<file path="src/rtl/reg_pipe_enable_if.sv">
// Stream handshake bundle for reg_pipe_enable: producer side (in_*) and consumer side (out_*).
// The pipeline connects through the slave modport.
interface reg_pipe_enable_if #(
   parameter int WIDTH = 32
);
   logic             in_valid;
   logic             in_ready;
   logic [WIDTH-1:0] in_data;
   logic             out_valid;
   logic             out_ready;
   logic [WIDTH-1:0] out_data;

   modport master (
      output in_valid, in_data, out_ready,
      input  in_ready, out_valid, out_data
   );

   modport slave (
      input  in_valid, in_data, out_ready,
      output in_ready, out_valid, out_data
   );
endinterface

</file>
<file path="src/rtl/reg_pipe_enable.sv">
// Elastic register pipeline: DEPTH stages of WIDTH-bit data with per-stage valid,
// global enable, synchronous flush and bubble collapsing.
module reg_pipe_enable #(
   parameter int               WIDTH     = 32,
   parameter int               DEPTH     = 4,
   parameter logic [WIDTH-1:0] RESET_VAL = '0
) (
   input  logic                         clk,
   input  logic                         reset,
   input  logic                         enable,
   input  logic                         flush,
   reg_pipe_enable_if.slave             bus,
   output logic [$clog2(DEPTH+1)-1:0]   count
);
   localparam int CW = $clog2(DEPTH+1);

   logic [DEPTH-1:0] valid;
   logic [DEPTH-1:0] adv;
   logic [WIDTH-1:0] data [DEPTH];
   logic             go;
   logic             in_acc;
   logic             out_acc;

   assign go = enable & ~flush;

   // Ready chain walks from the output back to stage 0; a scalar carries the
   // downstream advance so no vector bit depends on another bit of itself.
   always_comb begin
      logic a;
      adv = '0;
      a = valid[DEPTH-1] & bus.out_ready & go;
      adv[DEPTH-1] = a;
      for (int unsigned k = 1; k < DEPTH; k++) begin
         int unsigned i;
         i = DEPTH - 1 - k;
         a = valid[i] & go & (~valid[i+1] | a);
         adv[i] = a;
      end
   end

   assign bus.in_ready  = go & (~valid[0] | adv[0]);
   assign in_acc        = bus.in_valid & bus.in_ready;
   assign out_acc       = adv[DEPTH-1];
   assign bus.out_valid = valid[DEPTH-1] & go;
   assign bus.out_data  = data[DEPTH-1];

   always_ff @(posedge clk) begin
      if (reset) begin
         valid <= '0;
         count <= '0;
         for (int unsigned i = 0; i < DEPTH; i++) data[i] <= RESET_VAL;
      end else if (flush) begin
         valid <= '0;
         count <= '0;
      end else begin
         // With enable low every adv bit and in_acc are zero, so state holds.
         if (in_acc) begin
            data[0]  <= bus.in_data;
            valid[0] <= 1'b1;
         end else if (adv[0]) begin
            valid[0] <= 1'b0;
         end
         for (int unsigned i = 1; i < DEPTH; i++) begin
            if (adv[i-1]) begin
               data[i]  <= data[i-1];
               valid[i] <= 1'b1;
            end else if (adv[i]) begin
               valid[i] <= 1'b0;
            end
         end
         count <= count + CW'(in_acc) - CW'(out_acc);
      end
   end
endmodule

</file>
<file path="src/flat_wrapper.sv">
// flat-port wrapper written by rule: the top's interface ports become plain ports
module reg_pipe_enable_flat 
#(
   parameter int               WIDTH     = 32,
   parameter int               DEPTH     = 4,
   parameter logic [WIDTH-1:0] RESET_VAL = '0
)
  (clk, reset, enable, flush, count, bus_in_valid, bus_in_data, bus_out_ready, bus_in_ready, bus_out_valid, bus_out_data);
  reg_pipe_enable_if #(.WIDTH(WIDTH)) bus_i ();
  input  logic clk;
  input  logic reset;
  input  logic enable;
  input  logic flush;
  output logic [$clog2(DEPTH+1)-1:0] count;
  input wire logic [$bits(bus_i.in_valid)-1:0] bus_in_valid;
  input wire logic [$bits(bus_i.in_data)-1:0] bus_in_data;
  input wire logic [$bits(bus_i.out_ready)-1:0] bus_out_ready;
  output wire logic [$bits(bus_i.in_ready)-1:0] bus_in_ready;
  output wire logic [$bits(bus_i.out_valid)-1:0] bus_out_valid;
  output wire logic [$bits(bus_i.out_data)-1:0] bus_out_data;
  assign bus_i.in_valid = bus_in_valid;
  assign bus_i.in_data = bus_in_data;
  assign bus_i.out_ready = bus_out_ready;
  assign bus_in_ready = bus_i.in_ready;
  assign bus_out_valid = bus_i.out_valid;
  assign bus_out_data = bus_i.out_data;
  reg_pipe_enable #(.WIDTH(WIDTH), .DEPTH(DEPTH), .RESET_VAL(RESET_VAL)) u_core (.clk(clk), .reset(reset), .enable(enable), .flush(flush), .bus(bus_i), .count(count));
endmodule
</file>
<file path="config.mk">
export PLATFORM = sky130hd
export DESIGN_NAME = reg_pipe_enable_flat
export DESIGN_NICKNAME = d
export VERILOG_FILES = /design/src/rtl/reg_pipe_enable_if.sv /design/src/rtl/reg_pipe_enable.sv /design/src/flat_wrapper.sv
export SDC_FILE = /design/constraint.sdc
export NUM_CORES = 1
export LEC_CHECK = 0
export CAP_MARGIN = 0
export CORE_MARGIN = 2
export CORE_UTILIZATION = 58
export DETAILED_ROUTE_END_ITERATION = 8
export PLACE_DENSITY = 0.8
export SLEW_MARGIN = 20
export SYNTH_ARGS = -nofsm -noshare
export SYNTH_HDL_FRONTEND = slang
export SYNTH_SLANG_ARGS = --single-unit
</file>
<file path="constraint.sdc">
create_clock -name clk -period 5.1 [get_ports clk]
set_clock_uncertainty 0.15 [all_clocks]
set_input_delay 1.02 -clock clk [delete_from_list [all_inputs] [get_ports clk]]
set_output_delay 1.02 -clock clk [all_outputs]
set_load 0.01 [all_outputs]
</file>
# Yosys cells after proc, flatten, opt, wreduce, memory -nomap -nowiden
# Memory sizes are Yosys's and may differ from the RTL's.
# Index checks and enable logic that the tools add are counted.
[word_totals]
latch_bits = 0
out_inout_bits = 37
elab_cells = 68
romBits = 0
input_bits = 38
mem_count = 1
ram_bits = 128
reg_bits = 7
[mem_list]
columns = ["name", "words", "word_bits", "read_ports", "rd_clocked_by_memory_dff", "wr", "line_no", "source"]
rows = [
  ["u_core.data", 4, 32, 4, 0, 4, "reg_pipe_enable.sv:19", "logic [WIDTH-1:0] data [DEPTH];"],
]
[classes]
n_eq_ne = 0
muxes = 30
reduce_logical = 5
magnitude_cmp = 0
n_div = 0
shift = 0
bitwise = 25
mul = 0
addsub = 2
[ops]
columns = ["op", "n"]
rows = [
  ["32-bit two-way mux", 4],
  ["1-bit two-way mux", 26],
  ["1-bit bitwise AND", 12],
  ["1-bit bitwise OR", 8],
  ["2-bit nonzero test", 4],
  ["1-bit NOT", 5],
  ["3-bit by 1-bit adder with 3-bit output", 1],
  ["3-bit by 1-bit subtractor with 3-bit output", 1],
  ["2-bit OR reduction", 1],
]

# Logic depth before layout (Yosys ltp)
[depth]
depth_word = 17
mapped_depth = 9

# Worst setup path after synthesis
# OpenSTA, ideal clock, no wires.
[synth_timing]
path_type = "in2reg"
start = "in bus_out_ready"
end = "mem u_core.data[2][0], enable pin"
setup_ns = 0.428
setup_slack_ns = 1.755
stages = 2
arrival_ns = 2.767
t_required_ns = 4.522
path_cell_list = "and3b_1 o21bai_1"
[synth_lines]
columns = ["item", "line_no", "source"]
rows = [
  ["start, declared", "flat_wrapper.sv:17", "input wire logic [$bits(bus_i.out_ready)-1:0] bus_out_ready;"],
  ["end, declared", "reg_pipe_enable.sv:19", ""],
]

# Worst setup path in the final report
[layout_timing]
start = "in enable"
end = "out bus_out_valid"
[layout_via]
elab_chain_len = 2
[layout_rtl]
columns = ["item", "line_no", "source"]
rows = [
  ["start, declared", "flat_wrapper.sv:12", "input logic enable;"],
  ["1-bit bitwise AND", "reg_pipe_enable.sv:24", "assign go = enable & ~flush;"],
  ["1-bit bitwise AND", "reg_pipe_enable.sv:44", "assign bus.out_valid = valid[DEPTH-1] & go;"],
  ["end, declared", "flat_wrapper.sv:19", "output wire logic [$bits(bus_i.out_valid)-1:0] bus_out_valid;"],
]
# No other way between the ends.

==> impl_metrics.toml <==
[cells_and_area]
layout-drive-gt1-share_pct = 9.615
fin_nets = 444
fin_area_um2 = 6571
diodes = 0
final_cell_mix = "edfxtp_1, and2_1, clkdlybuf4s50_1, and3_1, clkbuf_16"
areaGrowthSynthToFinish_pct = 26.49
final_common_cell = "edfxtp_1"

[timing]
fin_setup_tns_ns = 0
fmax_mhz = 258.4
rsz0062_at_grt = "false"
finalWorstSetupSlack_ns = 1.230
worst_pin_slew_ns = 1.009
whs_ns = 0.3634
setup_viol = 0
period_share_pct = 75.88
fin_crit_ns = 3.870
report.final.slew_viol_count = 0
max-slew-margin-rel_pct = 32.72
finalHoldViolCount = 0

[floorplanning]
die_h_um = 98.64
ios = 75
rows = 34
initial_core_util_pct = 59.57
die_area_um2 = 9730
die_x_um = 98.64
coreArea_um2 = 8721

[worst_hold_path]
worstHoldStart = "u_core.data[1][28]"
holdPathEnd = "u_core.data[2][28]"
hold_class = "reg -> reg"
hold_depth = 1

[setup_path]
reg2reg_depth = 3
cp.depth = 4
crit_top_cell = "clkdlybuf4s50_1"
required_ns = 3.93
timing.rr.start = "u_core.valid[2]"
path_buf_inv = 2
critPathCaptureType = "output port"
cpMaxStageDelayCell = "clkdlybuf4s50_1"
crit_family = "buffers and inverters"
reg2reg_slack_ns = 2.49
arrival_ns = 2.70
crit_path_max_incr_delay_ns = 0.54
r2r-end = "u_core.data[0][8]"
startpoint_type = "input port"
critPathMaxFanout = 7
critPathKind = "in -> out"
path_cells = "clkdlybuf4s50_1 > nor2b_1 > and2_1 > clkdlybuf4s50_1"

[synth]
synth_xor_area_share_pct = 0.3372
synth-simple-area-share_pct = 18.59
muxShareOfSynthArea_pct = 0
syn-cell-area_um2 = 5195
synthCells = 323
avgSynthCellArea_um2 = 16.08
synthDistinctLibCells = 31
synth_nets = 364
ys_ff_latch = 135
ys.warnings.count = 0
synth_top_family_by_area = "simple AND/OR/NAND/NOR gates"
seq_area_frac_synth_pct = 76.69
synth_compound_area_share_pct = 1.541
synth_fa_ha_area_share_pct = 0.8671

[clock_network]
clkLatencyLatePin_ns = 0.51
htreeDepth = 4
cts_buffers = 17
post_cts_resize_count = 0
cts_setup_buffers = 0
path_clk_slew_ns = 0.06
cts_hold_buf = 0
cts_tree = "built"
cts_root_buf = "clkbuf_8"
clock-sinks = 135
cts.path.max_buffers = 2

[job]
max-cap-violations = 0

[pwr]
ir_drop_v = 0.0001693
p_per_area_nw_per_um2 = 375.5
total_leakage_power_nw = 2.502
p_total_mw = 2.468

[placement]
gp_congestion = 0.7256
hpwl_mm = 4.412
place_ws_ns = 1.233
place.port_buffers = 74
placed_area_um2 = 6005

[routing]
wl_mm = 7.080
routed_via_density = 4.895
dr.pass1.iters = 4
vias = 2565
detail-route-antenna-nets = 0
routedWlPerCell_um = 13.51
drt_iter0_markers = 108
drc_errors = 0

[global_routing]
grt_usage_pct = 15.90
grt_pass1_wl_mm = 11.65
antenna_found_initial = 0
gr-total-overflow = 0
grt_max_degree = 36
grt_pass1_vias = 2470

[outcome]
outcome = "completed"
## synthesized netlist by cell type, drive strengths merged
cell      n  area share, %
nand2     5           0.36
nor2b     1           0.12
and2     99             12
and3     33            4.0
nor4b     1           0.46
clkbuf   11           0.87
ha        2           0.48
nand2b    2           0.24
buf       4           0.75
a31oi     1           0.12
o21ai     2           0.19
edfxtp  128             74
fa        1           0.39
a21bo     1           0.19
o21bai    1           0.14
nor2      2           0.19
or2       2           0.24
nand3b    2           0.29
and4      1           0.17
inv       5           0.36
nor3      1           0.19
a21oi     5           0.55
xnor2     2           0.34
a31o      2           0.34
dfxtp     7            2.7
and3b     1           0.17
and4b     1           0.26
## worst register-to-register path: stages (launching register included)
cell and delay (ns):
dfxtp_1 0.36, and4b_4 0.25, a21oi_2 0.76, or2_2 0.71
## report_power, final
group	switching (mW)	internal (mW)
combinational	0.0422	0.0468
clock	0.425	0.687
sequential	0.0107	1.26
## through the flow
stage / utilization (%) / instances
after detailed placement: 68.85 / 491
final: 75.35 / 524
after floorplan: - / 323
after global routing: 75.35 / 524
after global placement: 68.78 / 491
after CTS: 75.19 / 523
## metal layers
| metal | vias to the layer above | global-route usage, % | wire [um] | part of all wire, % |
|---|---|---|---|---|
| met4 | 0 | 8.851 | 99 | 1.4 |
| met2 | 79 | 23.13 | 3329 | 47 |
| met3 | 10 | 5.532 | 458 | 6.5 |
| li1 | 1317 | - | - | - |
| met5 | - | 0 | 0 | 0 |
| met1 | 1159 | 21.25 | 3192 | 45 |
## state kept, by name, summed over array words and instances, names as in the netlist
name / flops
u_core.data: 128
u_core.valid: 4
u_core.count: 3
## cells by family (layout without fill, tap and decap cells)
group,count (synthesis),after routing
AND/OR/NAND/NOR,151,151
flip-flops,135,135
buffers and inverters,20,113
AO/OA/AOI/OAI,12,12
adder cells (fa/ha/maj),3,3
XOR/XNOR,2,2
## worst max-delay path by stage
stage,from,end
floorplan,bus_out_ready,u_core.data[2][0]
global placement,enable,bus_out_valid
detailed placement,enable,bus_out_valid
CTS,enable,bus_out_valid
global route,enable,bus_out_valid
finish,enable,bus_out_valid
## layout make-up
type                       count  area, um^2
clock buffer                  18       417.9
inverter                       5       18.77
tap                          108       135.1
clock inverter                14       135.1
sequential                   135        3984
fill                         516        2150
timing repair buffer          76       762.0
multi-input combinational    168        1119
Note: power is estimated with default switching activity, not from simulation.
